File: config.mk
export PLATFORM = sky130hd
export DESIGN_NAME = apb_reg_bridge
export DESIGN_NICKNAME = d
export VERILOG_FILES = /design/src/rtl/apb_reg_bridge.sv
export SDC_FILE = /design/constraint.sdc
export NUM_CORES = 1
export LEC_CHECK = 0
export CORE_ASPECT_RATIO = 1.25
export CORE_MARGIN = 4
export CORE_UTILIZATION = 30
export DETAILED_ROUTE_END_ITERATION = 12
export PLACE_DENSITY = 0.58
export SYNTH_ARGS = -nofsm -noshare
export SYNTH_HDL_FRONTEND = slang
export SYNTH_SLANG_ARGS = --single-unit
File: constraint.sdc
create_clock -name pclk -period 2.55 [get_ports pclk]
set_clock_uncertainty 0.1 [all_clocks]
set_input_delay 0.3825 -clock pclk [delete_from_list [all_inputs] [get_ports pclk]]
set_output_delay 0.3825 -clock pclk [all_outputs]
set_load 0.05 [all_outputs]
File: src/rtl/apb_reg_bridge.sv
// APB4 slave that turns each transfer into a level request/ack handshake on a
// simple register backend, with an optional wait-cycle timeout.
module apb_reg_bridge #(
    parameter int ADDR_W  = 12,
    parameter int DATA_W  = 32,
    parameter int TIMEOUT = 16
) (
    input  logic                pclk,
    input  logic                prst_n,
    input  logic [ADDR_W-1:0]   paddr,
    input  logic                psel,
    input  logic                penable,
    input  logic                pwrite,
    input  logic [DATA_W-1:0]   pwdata,
    input  logic [DATA_W/8-1:0] pstrb,
    output logic                pready,
    output logic [DATA_W-1:0]   prdata,
    output logic                pslverr,
    output logic                wr_req,
    output logic [ADDR_W-1:0]   waddr,
    output logic [DATA_W-1:0]   wdata,
    output logic [DATA_W/8-1:0] wstrb,
    input  logic                wack,
    input  logic                waddrerr,
    output logic                rd_req,
    output logic [ADDR_W-1:0]   raddr,
    input  logic [DATA_W-1:0]   rdata,
    input  logic                rack,
    input  logic                raddrerr
);

    // state   | meaning
    // IDLE    | waiting for an APB setup phase
    // WR_WAIT | wr_req asserted, waiting for wack or timeout
    // RD_WAIT | rd_req asserted, waiting for rack or timeout
    // RESP    | one-cycle pready with registered pslverr/prdata

    localparam int STRB_W  = DATA_W / 8;
    localparam int CNT_W   = (TIMEOUT > 0) ? $clog2(TIMEOUT + 1) : 1;
    localparam int TO_LAST = (TIMEOUT > 0) ? TIMEOUT - 1 : 0;

    typedef enum logic [1:0] {IDLE, WR_WAIT, RD_WAIT, RESP} state_t;

    state_t              state, state_nxt;
    logic [ADDR_W-1:0]   addr_q;
    logic [DATA_W-1:0]   wdata_q;
    logic [STRB_W-1:0]   strb_q;
    logic [DATA_W-1:0]   rdata_q, rdata_nxt;
    logic                err_q, err_nxt;
    logic [CNT_W-1:0]    cnt, cnt_nxt;
    logic                capture;
    logic                timed_out;

    // The last waiting cycle is the one whose count is TIMEOUT-1; an ack in
    // that same cycle is checked first and therefore wins.
    assign timed_out = (TIMEOUT > 0) && (cnt == CNT_W'(TO_LAST));

    always_ff @(posedge pclk or negedge prst_n) begin
        if (!prst_n) begin
            state   <= IDLE;
            addr_q  <= '0;
            wdata_q <= '0;
            strb_q  <= '0;
            rdata_q <= '0;
            err_q   <= 1'b0;
            cnt     <= '0;
        end else begin
            state   <= state_nxt;
            rdata_q <= rdata_nxt;
            err_q   <= err_nxt;
            cnt     <= cnt_nxt;
            if (capture) begin
                addr_q  <= paddr;
                wdata_q <= pwdata;
                strb_q  <= pstrb;
            end
        end
    end

    always_comb begin
        state_nxt = state;
        cnt_nxt   = cnt;
        err_nxt   = err_q;
        rdata_nxt = rdata_q;
        capture   = 1'b0;
        case (state)
            IDLE: begin
                cnt_nxt   = '0;
                err_nxt   = 1'b0;
                rdata_nxt = '0;
                if (psel && !penable) begin
                    capture = 1'b1;
                    if (!pwrite)
                        state_nxt = RD_WAIT;
                    else if (pstrb == '0)
                        state_nxt = RESP;
                    else
                        state_nxt = WR_WAIT;
                end
            end
            WR_WAIT: begin
                if (wack) begin
                    state_nxt = RESP;
                    err_nxt   = waddrerr;
                end else if (timed_out) begin
                    state_nxt = RESP;
                    err_nxt   = 1'b1;
                end else begin
                    cnt_nxt = cnt + CNT_W'(1);
                end
            end
            RD_WAIT: begin
                if (rack) begin
                    state_nxt = RESP;
                    err_nxt   = raddrerr;
                    rdata_nxt = raddrerr ? '0 : rdata;
                end else if (timed_out) begin
                    state_nxt = RESP;
                    err_nxt   = 1'b1;
                    rdata_nxt = '0;
                end else begin
                    cnt_nxt = cnt + CNT_W'(1);
                end
            end
            RESP:    state_nxt = IDLE;
            default: state_nxt = IDLE;
        endcase
    end

    assign pready  = (state == RESP);
    assign pslverr = (state == RESP) && err_q;
    assign prdata  = (state == RESP) ? rdata_q : '0;
    assign wr_req  = (state == WR_WAIT);
    assign rd_req  = (state == RD_WAIT);
    assign waddr   = addr_q;
    assign raddr   = addr_q;
    assign wdata   = wdata_q;
    assign wstrb   = strb_q;

endmodule

==> summary.md, run 1 <==
| Metric | Value |
|---|---|
| Std cell rows | `46` |
| Post-synth EDFFs | `0` |
| Vias in the first global route | `3135` |
| Cell accounting for the most synthesized area | `dfrtp_1` |
| VDD IR max | `0.665 mV` |
| Post-synthesis cell count | `293` |
| Tmin final | `2.40 ns` |
| Primary FF master, synth | `dfrtp_1` |
| CP endpoint kind | `output pin` |
| Slew HR | `0.584` |
| Global placement routability congestion | `0.727` |
| Synthesized Nets | `389` |
| Post-synthesis xor/xnor area fraction | `0` |
| Fmax | `0.416 GHz` |
| CP cell instances | `inv_1 > ha_1 > clkdlybuf4s50_1` |
| CTS tree | `yes` |
| Global-route wire length before repair | `16300 microns` |
| Asr flop ratio synth | `1.00` |
| Largest net degree at the start of global routing | `49` |
| Slowest stage cell, crit path | `clkdlybuf4s50_1` |
| Proportion of synthesized area in mux cells | `0.160` |
| IO Pins | `185` |
| CTS buffer count | `9` |
| Hold Path Depth | `1` |
| Clock Sinks | `88` |
| Fillcell total | `1132` |
| Clock Root Buffer | `clkbuf_16` |
| DRT antenna net count | `0` |
| DRT Pass-1 Iters | `4` |
| Post-route DRC violation count | `0` |
| Compound-gate portion of the synthesized area | `0.103` |
| Die area | `15000 sq um` |
| Setup violations, final | `0` |
| Power Density | `1290 nW/um^2` |
| H-tree levels | `3` |
| Clk buf depth | `2` |
| Type of the worst setup path | `reg -> out` |
| Worst Reg2Reg Path Length in Cells | `8` |
| Die Height | `136 microns` |
| Starting Density | `0.308` |
| Gr usage total | `0.142` |
| Placed Area | `6180 sq um` |
| Crit path largest cell delay | `0.83 ns` |
| Ys Warns | `0` |
| Syn Area/Cell | `13.4 sq um` |
| Sequential fraction of the synthesis area | `0.562` |
| Leading cell type in the layout, fill and taps excluded | `clkdlybuf4s50_1` |
| Fin nets | `562` |
| HPWL after DPL | `8020 microns` |
| Arr. time, crit path | `1.92 ns` |
| Yosys cell types | `35` |
| Initial antenna violation count | `1` |
| DRT iter0 DRCs | `67` |
| Adder-Cell Fraction of Synth Area | `0.0223` |
| Post-Syn Area | `3920 sq um` |
| Critical path launch point type | `flop` |
| Leakage | `2.87 nW` |
| Slew @ Worst Pin | `0.624 ns` |
| Yosys reg bits | `88` |
| Status | `finished clean` |
| Main combinational cell family by area after synthesis | `multiplexers` |
| Area Overhead vs Synth | `66.1%` |
| DRT Wirelength | `10600 microns` |
| RSZ-0062 raised after global routing | `false` |
| Commonest cells after routing, fill and taps aside | `clkdlybuf4s50_1 (148), dfrtp_1 (88), buf_12 (36), and2_1 (33), a22o_1 (32)` |
| Drt via density | `4.54` |
| Overall power | `8.39 mW` |
| HP Class | `reg -> reg` |
| Synth Area in Simple Gates | `0.0932` |
| Die X | `110 microns` |
| CTS clk-pin slew, worst paths | `0.06 ns` |
| Crit-path max FO | `5` |
| Hold Vio Cnt, Final | `0` |
| Period utilization | `0.942` |
| Routed WL per cell | `16.6 microns` |
| Worst hold margin | `0.383 ns` |
| Clk_lat worst skew | `0.33 ns` |
| Port Buffers | `184` |
| Max-Cap Viols | `0` |
| Core Box Area | `12700 sq um` |
| Share of cells above drive strength 1 | `0.246` |
| Share of the synthesized area in the top cell type | `0.562` |
| CP required | `2.07 ns` |
| Setup_tns | `0 ns` |
| Max Transition Viols Final | `0` |
| Post-Layout Inst Area | `6510 sq um` |
| Synth top area cells | `dfrtp_1 (56%), mux2_2 (8.0%), mux2_4 (7.7%)` |
| Via count | `2905` |
| Total gr overflow | `0` |
## synthesized netlist by cell type (2+ instances only)
master and n:
and2_1 33, buf_2 10, o21ai_0 3, o31ai_1 2, a22o_1 32, o22ai_1 2, mux2_4 20, a21oi_1 2
nand3_1 4, nand2_1 10, nor3_1 6, mux2_2 28, nand4b_1 2, ha_1 7, buf_4 12, dfrtp_1 88
clkbuf_1 3, inv_1 6, buf_6 3, a21o_2 2, nor2_1 4
## routing by layer
metal	track usage	up-vias	routed length [microns]
li1	-	1368	-
met1	0.161	1430	4040
met2	0.251	96	5690
met3	0.0463	11	729
met4	0.0390	0	154
met5	0	-	0
## metrics by stage
step                setup slack [ns]   util  std cells
finish                         0.147  0.512        640
floorplan                      0.311      -        293
global placement               0.409  0.486        622
global route                  0.0719  0.512        640
detailed placement             0.364  0.486        622
CTS                            0.127  0.512        639
## path summary, 6_finish.rpt
path	from	slack [ns]	to
setup / recovery	state[1]	0.15	wr_req
hold / removal	cnt[3]	0.38	cnt[3]
setup reg to reg	cnt[0]	0.41	rdata_q[15]
hold reg to reg	cnt[3]	0.38	cnt[3]
max in group asynchronous	prst_n	1.20	raddr[3]
min in group asynchronous	prst_n	0.50	wdata[21]
## timing repair
item                                    in CTS  in global routing
gates resized for setup                      1                  0
setup buffers                                0                  0
hold buffers                                 1                  0
hold endpoints to repair                    42                  0
endpoints found under the setup margin       1                  0
## flip-flops by register name, indices dropped and copies added (netlist names)
register	flops
raddr	12
wstrb	4
cnt	5
err_q	1
wdata	32
state	2
rdata_q	32
## kinds of logic (layout without fill, tap and decap cells)
logic type               Yosys count  in the layout
AO/OA/AOI/OAI                     49             49
buffers and inverters             36            214
other                              0              1
multiplexers                      49             49
flip-flops                        88             88
adder cells (fa/ha/maj)            7              7
AND/OR/NAND/NOR                   64             64
## power breakdown
part	total, mW	internal, mW	switching, mW
logic	4.73	1.84	2.89
registers	2.29	1.96	0.328
clock network	1.37	0.820	0.552
## critical path: cells and delay by family (launching register included)
family / cells / cell delay (ns)
adders and majority gates: 1 / 0.23
buffers and inverters: 2 / 0.94
DFF: 1 / 0.41
## cell type report
cell class	instances	area, sq um	share of cell area
antenna	1	2.50	0.000384
clock buffer	11	253	0.0388
clock inverter	5	63.8	0.00980
inverter	7	27.5	0.00423
multi-input combinational	169	1490	0.229
sequential	88	2200	0.338
tap	168	210	0.0323
timing repair buffer	191	2260	0.347
(Power assumes the default switching activity.)
==> run 2: changes to the inputs <==
--- a/config.mk
+++ b/config.mk
@@ -6,7 +6,6 @@
 export NUM_CORES = 1
 export LEC_CHECK = 0
 export CORE_ASPECT_RATIO = 1.25
-export CORE_MARGIN = 4
 export CORE_UTILIZATION = 30
 export DETAILED_ROUTE_END_ITERATION = 12
 export PLACE_DENSITY = 0.58
==> summary.md, run 2 (synthesis results as in run 1) <==
| Metric | Value |
|---|---|
| Critical path launch point type | `flop (unchanged)` |
| Via count | `2912 (was 2905)` |
| Slew HR | `0.616 (was 0.584)` |
| Starting Density | `0.308 (unchanged)` |
| Global placement routability congestion | `0.759 (was 0.727)` |
| VDD IR max | `0.830 mV (was 0.665 mV)` |
| Status | `finished clean (unchanged)` |
| Crit path largest cell delay | `0.84 ns (was 0.83 ns)` |
| H-tree levels | `3 (unchanged)` |
| Clock Sinks | `88 (unchanged)` |
| Final antenna diode count | `0 (was 1)` |
| CTS tree | `yes (unchanged)` |
| Core Box Area | `12700 sq um (unchanged)` |
| Period utilization | `0.963 (was 0.942)` |
| CTS clk-pin slew, worst paths | `0.06 ns (about the same)` |
| Die X | `104 microns (was 110 microns)` |
| Overall power | `8.34 mW (was 8.39 mW)` |
| Arr. time, crit path | `1.97 ns (was 1.92 ns)` |
| Leading cell type in the layout, fill and taps excluded | `clkdlybuf4s50_1 (unchanged)` |
| CP cell instances | `inv_1 > ha_1 > clkdlybuf4s50_1 (unchanged)` |
| CTS buffer count | `9 (unchanged)` |
| Final Util | `0.512 (about the same)` |
| Port Buffers | `184 (unchanged)` |
| Fin nets | `564 (was 562)` |
| Largest net degree at the start of global routing | `47 (was 49)` |
| Slowest stage cell, crit path | `clkdlybuf4s50_1 (unchanged)` |
| Setup violations, final | `0 (unchanged)` |
| Hold Vio Cnt, Final | `0 (unchanged)` |
| Total gr overflow | `0 (unchanged)` |
| Crit-path max FO | `5 (unchanged)` |
| DRT antenna net count | `0 (unchanged)` |
| Post-route DRC violation count | `0 (unchanged)` |
| Worst setup margin | `0.0939 ns (was 0.147 ns)` |
| Share of cells above drive strength 1 | `0.243 (was 0.246)` |
| Clock Root Buffer | `clkbuf_16 (unchanged)` |
| Initial antenna violation count | `0 (was 1)` |
| Placement Setup Slack | `0.380 ns (was 0.364 ns)` |
| Max-Cap Viols | `0 (unchanged)` |
| Vias in the first global route | `3050 (was 3135)` |
| Die Height | `130 microns (was 136 microns)` |
| HPWL after DPL | `7290 microns (was 8020 microns)` |
| Worst hold margin | `0.359 ns (was 0.383 ns)` |
| Tmin final | `2.46 ns (was 2.40 ns)` |
| Drt via density | `4.54 (about the same)` |
| Gr usage total | `0.150 (was 0.142)` |
| Placed Area | `6210 sq um (was 6180 sq um)` |
| Routed WL per cell | `15.5 microns (was 16.6 microns)` |
| Clk_lat worst skew | `0.33 ns (about the same)` |
| CP required | `2.07 ns (about the same)` |
| IO Pins | `185 (unchanged)` |
| Leakage | `2.88 nW (was 2.87 nW)` |
| Area Overhead vs Synth | `66.2% (was 66.1%)` |
| Type of the worst setup path | `reg -> out (unchanged)` |
| HP Class | `in -> async (was reg -> reg)` |
| Clk buf depth | `2 (unchanged)` |
| Max Transition Viols Final | `0 (unchanged)` |
| Global-route wire length before repair | `15500 microns (was 16300 microns)` |
| DRT Pass-1 Iters | `4 (unchanged)` |
| Post-Layout Inst Area | `6510 sq um (about the same)` |
| Power Density | `1280 nW/um^2 (was 1290 nW/um^2)` |
| Slew @ Worst Pin | `0.574 ns (was 0.624 ns)` |
| DRT Wirelength | `9950 microns (was 10600 microns)` |
| Std cell rows | `46 (unchanged)` |
| Commonest cells after routing, fill and taps aside | `clkdlybuf4s50_1 (148), dfrtp_1 (88), buf_12 (37), and2_1 (33), a22o_1 (32) (was clkdlybuf4s50_1 (148), dfrtp_1 (88), buf_12 (36), and2_1 (33), a22o_1 (32))` |
| Fmax | `0.407 GHz (was 0.416 GHz)` |
| Die area | `13500 sq um (was 15000 sq um)` |
| CP endpoint kind | `output pin (unchanged)` |
| DRT iter0 DRCs | `53 (was 67)` |
| DP Cell Count | `624 (was 622)` |
| Setup_tns | `0 ns (unchanged)` |
| Post-route non-filler standard cell count | `641 (was 640)` |
run 2: cell count changes in the layout (fill, tap and decap cells not counted), sizes merged:
cell          before  now
diode              1    0
dlygate4sd2        1    0
clkinv             3    1
dlymetal6s2s       0    1
clkbuf            11   12
clkinvlp           1    2
buf               41   43
run 2: power breakdown:
part	internal (mW)	leakage, nW	switching, mW
combinational	1.84	1.63	2.90
sequential	1.96	1.11	0.329
clock	0.764	0.133	0.542
total	4.57	2.88	3.77
run 2: worst paths after layout:
check / start / cells after the start / slack (ns) / to
worst max-delay path: state[1] / 3 / 0.09 / wr_req
worst min register to register: rdata_q[24] / 1 / 0.39 / rdata_q[24]
max in group asynchronous: prst_n / 3 / 1.38 / cnt[2]
min in group pclk: rdata_q[24] / 1 / 0.39 / rdata_q[24]
worst max register to register: cnt[0] / 8 / 0.47 / rdata_q[10]
worst min-delay path: prst_n / 2 / 0.36 / raddr[8]
run 2: metal layers:
metal  GRT usage  up-vias  wire length (microns)
met2       0.254      105                   5120
li1            -     1365                      -
met1       0.178     1431                   4110
met5           0        -                      0
met3      0.0440       11                    543
met4      0.0647        0                    176
run 2: area by class of cell:
type | instances | area, sq um
fill | 1091 | 6210
timing repair buffer | 193 | 2290
inverter | 7 | 27.5
tap | 168 | 210
clock buffer | 12 | 236
clock inverter | 4 | 53.8
multi-input combinational | 169 | 1490
sequential | 88 | 2200
run 2: repair_timing:
action / 4_1_cts / 5_1_grt
hold buffers: 1 / 0
resized for setup: 0 / 1
setup buffers: 0 / 0
hold endpoints to repair: 18 / 0
setup endpoints to repair: 0 / 1
run 2: critical path, delay by kind of cell, from the launching register on:
family | cells | cell delay, ns
buffers and inverters | 2 | 0.96
adder cells (fa/ha/maj) | 1 | 0.27
flip-flops | 1 | 0.41
==> run 3: changes to the inputs <==
--- a/config.mk
+++ b/config.mk
@@ -6,9 +6,9 @@
 export NUM_CORES = 1
 export LEC_CHECK = 0
 export CORE_ASPECT_RATIO = 1.25
-export CORE_UTILIZATION = 30
+export CORE_UTILIZATION = 35
 export DETAILED_ROUTE_END_ITERATION = 12
-export PLACE_DENSITY = 0.58
+export PLACE_DENSITY = 0.66
 export SYNTH_ARGS = -nofsm -noshare
 export SYNTH_HDL_FRONTEND = slang
 export SYNTH_SLANG_ARGS = --single-unit
==> summary.md, run 3 (synthesis results as in run 1) <==
| Metric | Value |
|---|---|
| Status | `complete, but fails checks (was finished clean)` |
| Failing checks | `hold timing` |
| R2r setup slk | `0.49 ns (was 0.47 ns)` |
| VDD IR max | `0.702 mV (was 0.830 mV)` |
| Global placement routability congestion | `0.770 (was 0.759)` |
| Psw | `3.73 mW (was 3.77 mW)` |
| DRT Pass-1 Iters | `4 (unchanged)` |
| Die X | `96.6 microns (was 104 microns)` |
| Drt via density | `4.88 (was 4.54)` |
| Post-CTS Setup Inserts | `0 (unchanged)` |
| Std cell rows | `42 (was 46)` |
| Routed WL per cell | `16.0 microns (was 15.5 microns)` |
| Tmin final | `2.47 ns (was 2.46 ns)` |
| Overall power | `8.36 mW (was 8.34 mW)` |
| CP delay by family, top | `buffers and inverters (unchanged)` |
| Crit path largest cell delay | `0.86 ns (was 0.84 ns)` |
| CTS tree | `yes (unchanged)` |
| Clk buf depth | `2 (unchanged)` |
| Fin nets | `560 (was 564)` |
| Crit path buf inv count | `2 (unchanged)` |
| Crit-path max FO | `5 (unchanged)` |
| H-tree levels | `3 (unchanged)` |
| Total gr overflow | `0 (unchanged)` |
| Slew HR | `0.639 (was 0.616)` |
| Via count | `2931 (was 2912)` |
| Max-Cap Viols | `0 (unchanged)` |
| RSZ-0062 raised after global routing | `false` |
| Arr. time, crit path | `1.98 ns (was 1.97 ns)` |
| CTS buffer count | `9 (unchanged)` |
| Slew @ Worst Pin | `0.540 ns (was 0.574 ns)` |
| Slowest stage cell, crit path | `clkdlybuf4s50_1 (unchanged)` |
| Setup_tns | `0 ns (unchanged)` |
| Commonest cells after routing, fill and taps aside | `clkdlybuf4s50_1 (148), dfrtp_1 (88), buf_12 (36), and2_1 (33), a22o_1 (32) (was clkdlybuf4s50_1 (148), dfrtp_1 (88), buf_12 (37), and2_1 (33), a22o_1 (32))` |
| Clock Sinks | `88 (unchanged)` |
| Power Internal | `4.63 mW (was 4.57 mW)` |
| Fmax | `0.405 GHz (was 0.407 GHz)` |
| Critical path launch point type | `flop (unchanged)` |
| Reg power frac | `0.273 (was 0.274)` |
| Hold Vio Cnt, Final | `14 (was 0)` |
| HP Class | `in -> async (unchanged)` |
| Port Buffers | `184 (unchanged)` |
| Clock power frac | `0.164 (was 0.157)` |
| Largest net degree at the start of global routing | `89 (was 47)` |
| Leakage | `2.87 nW (was 2.88 nW)` |
| Worst hold margin | `-0.0206 ns (was 0.359 ns)` |
| CP required | `2.07 ns (about the same)` |
| Core Box Area | `10700 sq um (was 12700 sq um)` |
| Global-route wire length before repair | `15400 microns (was 15500 microns)` |
| DRT Wirelength | `9610 microns (was 9950 microns)` |
| Setup violations, final | `0 (unchanged)` |
| CTS clk-pin slew, worst paths | `0.06 ns (about the same)` |
| Sw Ratio | `0.446 (was 0.452)` |
| IO Pins | `185 (unchanged)` |
| Die area | `11600 sq um (was 13500 sq um)` |
| Final antenna diode count | `0 (unchanged)` |
| Share of cells above drive strength 1 | `0.245 (was 0.243)` |
| HPWL after DPL | `6880 microns (was 7290 microns)` |
| Fillcell total | `865 (was 1091)` |
| Clock Root Buffer | `clkbuf_16 (unchanged)` |
| DRT iter0 DRCs | `90 (was 53)` |
| Power Density | `1300 nW/um^2 (was 1280 nW/um^2)` |
| Max Transition Viols Final | `0 (unchanged)` |
| Leading cell type in the layout, fill and taps excluded | `clkdlybuf4s50_1 (unchanged)` |
| Post-route DRC violation count | `0 (unchanged)` |
| CP cell instances | `inv_1 > ha_1 > clkdlybuf4s50_1 (unchanged)` |
| Area Overhead vs Synth | `64.6% (was 66.2%)` |
| Type of the worst setup path | `reg -> out (unchanged)` |
| Worst r2r src | `cnt[0] (unchanged)` |
| Clk_lat worst skew | `0.33 ns (about the same)` |
| Worst Reg2Reg Path Length in Cells | `8 (unchanged)` |
| R2R Path End | `rdata_q[9] (was rdata_q[10])` |
| Logic gate share of total power | `0.562 (was 0.569)` |
| Starting Density | `0.366 (was 0.308)` |
| DRT antenna net count | `0 (unchanged)` |
| Vias in the first global route | `2996 (was 3050)` |
| Period utilization | `0.967 (was 0.963)` |
| CP endpoint kind | `output pin (unchanged)` |
| Initial antenna violation count | `0 (unchanged)` |
| Gr usage total | `0.168 (was 0.150)` |
| Die Height | `120 microns (was 130 microns)` |
| CTS Hold Buffers Added | `0 (was 1)` |
## run 3: cell types whose count changed in the layout (fill, tap and decap cells not counted), sizes merged
cell | previous run | this run
buf | 43 | 40
dlygate4sd3 | 1 | 0
clkinvlp | 2 | 1
inv | 7 | 6
clkinv | 1 | 3
## run 3: worst register-to-register path, stage by stage (launching register included)
cell and delay [ns]:
dfrtp_1 0.43, ha_1 0.23, and3_1 0.21, ha_1 0.21, nor2_1 0.13, nand2_1 0.08, o21ai_2 0.07, buf_4 0.33
a22o_1 0.20
## run 3: power groups by stage
stage | Sequential (mW) | Combinational, mW | Clock, mW
after CTS | 2.29 | 4.74 | 1.41
final | 2.28 | 4.70 | 1.37
after floorplan | 3.63 | 1.96 | 0
after detailed placement | 2.30 | 4.73 | 0
after global placement | 2.28 | 4.68 | 0
after global routing | 2.36 | 4.90 | 1.47
## run 3: worst max path at each step
| stage | slack, ns | depth (start not counted) | from | to |
|---|---|---|---|---|
| after floorplan | 0.31 | 4 | state[1] | prdata[10] |
| after global placement | 0.42 | 3 | state[0] | rd_req |
| after detailed placement | 0.37 | 3 | state[0] | rd_req |
| after CTS | 0.003 | 3 | state[0] | rd_req |
| after global routing | 0.02 | 3 | state[1] | wr_req |
| final | 0.08 | 3 | state[1] | wr_req |
## run 3: through the flow
stage          std cells  utilization  setup slack, ns  hold slack, ns  cell area (sq um)
6_report             601        0.602           0.0838         -0.0206               6450
5_1_grt              601        0.602           0.0191          0.0123               6450
4_1_cts              601        0.601          0.00266         0.00506               6450
3_5_place_dp         585        0.572            0.369           0.360               6130
3_3_place_gp         585        0.572            0.417           0.360               6130
2_1_floorplan        293            -            0.311         -0.0131               3920
## run 3: repair_timing
action / CTS / global route
gates resized for setup: 0 / 1
setup endpoints to repair: 0 / 1
hold endpoints to repair: 0 / 0
## run 3: routing by layer
metal	global-route usage	share of wire	up-vias
met3	0.0422	0.056	13
met5	0	0	-
met1	0.216	0.44	1438
li1	-	-	1366
met2	0.272	0.49	114
met4	0.0625	0.016	0
## run 3: layout make-up
cell class / instances / area, sq um / share of cell area
clock inverters: 4 / 51.3 / 0.00795
multi-input cells: 169 / 1490 / 0.231
well taps: 132 / 165 / 0.0256
inverters: 7 / 27.5 / 0.00427
clock buffers: 12 / 267 / 0.0413
flip-flops and latches: 88 / 2200 / 0.341
repair buffers: 189 / 2240 / 0.348
